<file path="src/rtl/beehive_dbi_encoder.sv">
// Data-bus-inversion encoder: one registered output stage that sends each word true or
// inverted, whichever toggles fewer wires. Optional inverted-word counter under BEEHIVE_DBI_STATS_EN.
module beehive_dbi_encoder #(
  parameter int WIDTH = 64,
  parameter int CNT_W = 32
) (
  input  logic             clk,
  input  logic             rst_n,
  input  logic             src_val,
  input  logic [WIDTH-1:0] src_data,
  output logic             src_rdy,
  output logic             dst_val,
  output logic [WIDTH-1:0] dst_data,
  output logic             dst_inv,
  input  logic             dst_rdy,
  output logic [CNT_W-1:0] inv_cnt
);

  localparam int TW = $clog2(WIDTH) + 1;
  localparam logic [TW-1:0] HALF = TW'(WIDTH / 2);

  logic             dst_val_q, dst_val_d;
  logic             dst_inv_q, dst_inv_d;
  logic [WIDTH-1:0] last_wire_q, last_wire_d;
  logic [WIDTH-1:0] diff;
  logic [TW-1:0]    tcount;
  logic             accept;
  logic             send;
  logic             invert;

  assign src_rdy = ~dst_val_q | dst_rdy;
  assign accept  = src_val & src_rdy;
  assign send    = dst_val_q & dst_rdy;

  // The output data register doubles as last_wire: both load the same encoded value.
  assign diff = src_data ^ last_wire_q;

  always_comb begin
    tcount = '0;
    for (int i = 0; i < WIDTH; i++) begin
      tcount = tcount + {{(TW-1){1'b0}}, diff[i]};
    end
  end

  // A tie at exactly half the bus stays in true polarity.
  assign invert = tcount > HALF;

  always_comb begin
    dst_val_d   = dst_val_q;
    dst_inv_d   = dst_inv_q;
    last_wire_d = last_wire_q;
    if (accept) begin
      dst_val_d   = 1'b1;
      dst_inv_d   = invert;
      last_wire_d = invert ? ~src_data : src_data;
    end else if (send) begin
      dst_val_d   = 1'b0;
    end
  end

  always_ff @(posedge clk or negedge rst_n) begin
    if (!rst_n) begin
      dst_val_q   <= 1'b0;
      dst_inv_q   <= 1'b0;
      last_wire_q <= '0;
    end else begin
      dst_val_q   <= dst_val_d;
      dst_inv_q   <= dst_inv_d;
      last_wire_q <= last_wire_d;
    end
  end

  assign dst_val  = dst_val_q;
  assign dst_inv  = dst_inv_q;
  assign dst_data = last_wire_q;

`ifdef BEEHIVE_DBI_STATS_EN
  logic [CNT_W-1:0] inv_cnt_q, inv_cnt_d;

  always_comb begin
    inv_cnt_d = inv_cnt_q;
    if (send && dst_inv_q) begin
      inv_cnt_d = inv_cnt_q + CNT_W'(1);
    end
  end

  always_ff @(posedge clk or negedge rst_n) begin
    if (!rst_n) begin
      inv_cnt_q <= '0;
    end else begin
      inv_cnt_q <= inv_cnt_d;
    end
  end

  assign inv_cnt = inv_cnt_q;
`else
  assign inv_cnt = '0;
`endif

endmodule

</file>
<file path="config.mk">
export PLATFORM = sky130hd
export DESIGN_NAME = beehive_dbi_encoder
export DESIGN_NICKNAME = d
export VERILOG_FILES = /design/src/rtl/beehive_dbi_encoder.sv
export SDC_FILE = /design/constraint.sdc
export NUM_CORES = 1
export LEC_CHECK = 0
export BUFFER_PORTS_ARGS = -buffer_cell sky130_fd_sc_hd__buf_2
export CORE_MARGIN = 10
export CORE_UTILIZATION = 30
export DETAILED_ROUTE_END_ITERATION = 8
export PLACE_DENSITY = 0.51
export RECOVER_POWER = 25
export SETUP_SLACK_MARGIN = 0.1
export SYNTH_ARGS = -nofsm -noshare
export SYNTH_HDL_FRONTEND = slang
export SYNTH_SLANG_ARGS = --single-unit
</file>
<file path="constraint.sdc">
create_clock -name clk -period 7.26 [get_ports clk]
set_input_delay 1.452 -clock clk [delete_from_list [all_inputs] [get_ports clk]]
set_output_delay 1.452 -clock clk [all_outputs]
set_load 0.03 [all_outputs]
</file>
# Yosys cells after proc, flatten, opt, wreduce, memory -nomap -nowiden
# Cells that the tools add are included.
[totals]
ff_bits = 66
in_bits = 68
out_inout_bits = 99
[op_classes]
addsub = 63
n_lt_le_gt_ge = 1
mux = 3
bitwise = 6
n_reduce_logical = 1
[ops]
columns = ["cell", "n"]
rows = [
  ["$add 7x1->7", 57],
  ["$mux 64", 1],
  ["$not 64->64", 1],
  ["$xor 64x64->64", 1],
  ["$add 6x1->7", 1],
  ["$gt 7x6->1 const B", 1],
  ["$add 5x1->6", 1],
  ["$add 4x1->5", 1],
  ["$add 3x1->4", 1],
  ["$add 2x1->3", 1],
  ["$add 1x1->2", 1],
  ["$and 1x1->1", 2],
  ["$mux 1", 2],
  ["$reduce_bool 2->1", 1],
  ["$not 1->1", 1],
  ["$or 1x1->1", 1],
]

# Longest topological paths before layout
[depth]
word_depth = 66
depth_mapped = 23
ltp_nobuf = 21

# Worst setup path after synthesis
# No wires, ideal clock.
[synth_timing]
path_type = "in2reg"
start = "input src_data[29]"
end = "register last_wire_q[0], in the netlist dst_data[0]"
setup_ps = 67
t_arrival_ps = 7662
required_ps = 7193
setup_slack_ps = -468
cell_stages = 22
n_path_buf = 1
path_cell_list = "xnor2_1 fa_1 inv_1 fa_1 inv_1 fa_1 fa_1 inv_1 fa_1 fa_1 inv_1 fa_1 fa_1 inv_1 ha_1 fa_1 nand3_1 a21oi_1 a2111oi_4 clkbuf_1 o211ai_1 nand3_2"
[synth_between]
elab_chain_cells = 38
[synth_lines]
columns = ["item", "line", "source"]
rows = [
  ["from (decl)", "10", "input logic [WIDTH-1:0] src_data,"],
  ["$xor 64x64->64", "36", "assign diff = src_data ^ last_wire_q;"],
  ["$add 7x1->7 (35 in a row)", "41", "tcount = tcount + {{(TW-1){1'b0}}, diff[i]};"],
  ["$gt 7x6->1", "46", "assign invert = tcount > HALF;"],
  ["$mux 64", "55", "last_wire_d = invert ? ~src_data : src_data;"],
  ["to (signal assigned)", "69", "last_wire_q <= last_wire_d;"],
  ["to (decl)", "24", "logic [WIDTH-1:0] last_wire_q, last_wire_d;"],
]
# Every way passes these cells.
# A chain may end at the register's enable or synchronous reset.

# Worst setup path after layout
[layout_timing]
start = "input src_data[49]"
end = "register last_wire_q[52], in the netlist dst_data[52]"
[layout_between]
elab_chain_cells = 18
[layout_lines]
columns = ["item", "line"]
rows = [
  ["$xor 64x64->64", "36"],
  ["$add 7x1->7 (15 in a row)", "41"],
  ["$gt 7x6->1", "46"],
  ["$mux 64", "55"],
]
# Every way passes these cells.

==> summary.md <==
| Metric | Value |
|---|---|
| Reg area | 1650 um2 |
| Syn Std Cell Area | 7010 um2 |
| Layout cells sized above 1 | 51.6% |
| Synth Flop Type | dfrtp_1 |
| Final Worst Setup Slack | -0.217 ns |
| Antenna violations before repair | 0 |
| Antenna Cells | 0 |
| First-pass GRT wire length | approximately 35,000 um |
| Final net count | 994 |
| TritonCTS clock tree | built |
| Largest net degree at the start of global routing | a little under 80 |
| Total wire length | 22,800 um |
| PortBufs | 134 |
| Rows | 55 |
| Hold crit path type | reg2reg |
| Max-cap violations | 1 |
| Worst hold margin | 0.504 ns |
| Minimum clock period | around 7.5 ns |
| Routed Antenna Nets | 0 |
| Full die area | between 20,000 and 30,000 um2 |
| Slew margin rel. | -172% |
| Yosys Warn Count | 0 |
| Worst Max-Slew Pin Slew | 4.08 ns |
| Non-filler cells, final | around 1,200 |
| Area occupied by multi-input gates | ~5100 um2 |
| Clock sinks | 66 |
| Number of fill cells | 2,317 |
| Synth top area cells | dfrtp_1 24%, nand3_2 16%, fa_1 15% |
| H-tree levels | 3 |
| Clock Tree Buf Depth | 2 |
| Share of flip-flops with an asynchronous set or reset | 100% |
| Vias in the first global route | 5,947 |
| Total grt overflow | 0 |
| Crit share post-route | 103% |
| Worst-path clk slew | 0.06 ns |
| Hpwl dp | 16,500 um |
| #FFs+latches synth | 66 |
| Final setup fails | 65 |
| Status | finished with violations |
| Initial DRC Count | between 300 and 400 |
| Critical path type | in2reg |
| Placed Cells | roughly 1,200 |
| Count of cell types in the netlist | 41 |
| CP Capture Type | register |
| Final hold viol count | 0 |
| Layout area overhead | 32.4% |
| Final Skew | 0.00519 ns |
| Worst Path Required | 7.48 ns |
| Max-slew violations | 67 |
| Boundary pin count | approximately 170 |
| Clk Latency, worst-skew pair | 0.34 ns |
| GPL Wtd Cong | between 0.7 and 0.8 |
| Largest fanout on the critical path | 6 |
| Cell taking the most area after synthesis | dfrtp_1 |
| Avg Cell Area, Syn | 10.3 um2 |
| Via/cell ratio | 4.85 |
| Arr. time, crit path | approximately 7.7 ns |
| Total track usage | 14.6% |
| Root Driver | clkbuf_16 |
| Failing checks | capacitance limit, slew limit, setup timing |
| EDFF count, synth | 0 |
| # DRC | 0 |
| CTS buffer count | 9 |
| Vias | 5,694 |
| Nature of the critical path startpoint | input pin |
| # hold bufs at CTS | 0 |
| RSZ-0062 raised after global routing | true |
| Chip height | 173 um |
| 1st-pass router iterations | 4 |
| Seq/Total Area, Yosys | 23.5% |
| Achievable Freq | 134 MHz |
| Post-Synthesis Cells | 679 |
| Initial Utilization | 30.7% |
| Yosys top cell area share | 23.5% |
| Core area | between 20,000 and 25,000 um2 |
| Die width | 173 um |
| Wire per inst | 19.4 um |
worst max-delay path, stage by stage:
cell	delay [ns]
buf_6	0.10
xor2_2	0.17
fa_1	0.55
fa_2	0.48
fa_1	0.53
inv_2	0.05
fa_1	0.52
fa_1	0.52
inv_2	0.05
fa_2	0.57
inv_2	0.04
fa_2	0.52
fa_1	0.42
inv_1	0.08
ha_2	0.20
fa_2	0.25
nand3_4	0.10
and3b_2	0.27
o221a_4	0.35
clkbuf_16	0.18
o211ai_1	0.21
nand3_2	0.09
cell usage in the layout (no fill, tap or decap), types with 31 or more instances in the layout:
master    instances
buf_4            62
nor2_1           64
dfrtp_1          66
buf_2           123
inv_1            33
o211ai_1         44
conb_1           32
a22oi_1          57
xor2_1           31
nand3_2         123
fa_1             42
worst paths after layout:
| path | startpoint | to | slack (ns) | cells after the start |
|---|---|---|---|---|
| max | src_data[49] | dst_data[52]$_DFFE_PN0P_ | -0.22 | 22 |
| min | dst_inv$_DFFE_PN0P_ | dst_inv$_DFFE_PN0P_ | 0.50 | 2 |
| max reg2reg | dst_data[47]$_DFFE_PN0P_ | dst_data[52]$_DFFE_PN0P_ | 0.52 | 21 |
| min reg2reg | dst_inv$_DFFE_PN0P_ | dst_inv$_DFFE_PN0P_ | 0.50 | 2 |
| max in group asynchronous | rst_n | dst_data[24]$_DFFE_PN0P_ | 2.43 | 1 |
| min in group asynchronous | rst_n | dst_data[62]$_DFFE_PN0P_ | 2.53 | 1 |
kinds of logic (layout without fill, tap and decap cells):
group / count (synthesis) / count (layout) / share of synthesized area [%]
AND/OR/NAND/NOR: 207 / 207 / 22.0
AO/OA/AOI/OAI: 142 / 143 / 17.3
buffers and inverters: 129 / 279 / 10.9
adder cells (fa/ha/maj): 69 / 69 / 18.1
flip-flops: 66 / 66 / 23.5
XOR/XNOR: 65 / 65 / 8.12
other: 1 / 32 / 0.0535
cell usage after synthesis (2+ instances only):
| cell | instances |
|---|---|
| nor2_1 | 64 |
| xnor2_1 | 29 |
| a211o_1 | 2 |
| a21oi_1 | 3 |
| inv_1 | 43 |
| buf_2 | 16 |
| o211ai_2 | 20 |
| nand3_1 | 19 |
| fa_1 | 54 |
| a22oi_1 | 64 |
| buf_4 | 33 |
| dfrtp_1 | 66 |
| buf_12 | 5 |
| nand2b_1 | 2 |
| a2111oi_4 | 2 |
| nand3_2 | 110 |
| o211ai_1 | 44 |
| clkbuf_1 | 25 |
| xor2_1 | 36 |
| nand2_1 | 2 |
| buf_6 | 6 |
| ha_1 | 15 |
layout make-up:
| class | instances | share of cell area, % |
|---|---|---|
| repair buffers | 221 | 18.4 |
| multi-input cells | 516 | 54.9 |
| clock buffers | 12 | 2.76 |
| clock inverters | 3 | 0.162 |
| inverters | 43 | 1.74 |
| flip-flops and latches | 66 | 17.8 |
| well taps | 313 | 4.22 |
stage by stage:
| stage | worst slack (ns) | instance area, um2 | TNS [ns] | util, % |
|---|---|---|---|---|
| floorplan | -0.106 | 7320 | -5.75 | - |
| global placement | -0.612 | 8540 | -38.49 | 37.4 |
| detailed placement | -0.643 | 8540 | -40.12 | 37.4 |
| CTS | -0.144 | 9040 | -7.15 | 39.6 |
| global route | -0.366 | 9290 | -21.49 | 40.6 |
| finish | -0.217 | 9290 | -11.66 | 40.6 |
flip-flops by register name (all words and copies together), names as in the netlist:
name / flops
dst_inv: 1
dst_val: 1
dst_data: 64
per-layer routing:
layer / vias up / global-route usage (%) / share of wire (%)
met4: 0 / 3.84 / 1.1
met5: - / 0 / 0
met3: 15 / 3.16 / 4.9
met2: 155 / 22.8 / 48
li1: 2696 / - / -
met1: 2828 / 19.9 / 46
repair_timing:
item | in CTS | in global routing
gates resized for setup | 42 | 20
pin swaps | 36 | 38
cloned | 1 | 7
setup endpoints to repair | 65 | 65
buffers inserted | 0 | 1
Power is not shown: default switching activity piles up to over one toggle a cycle in this logic, so the estimate is an artifact.
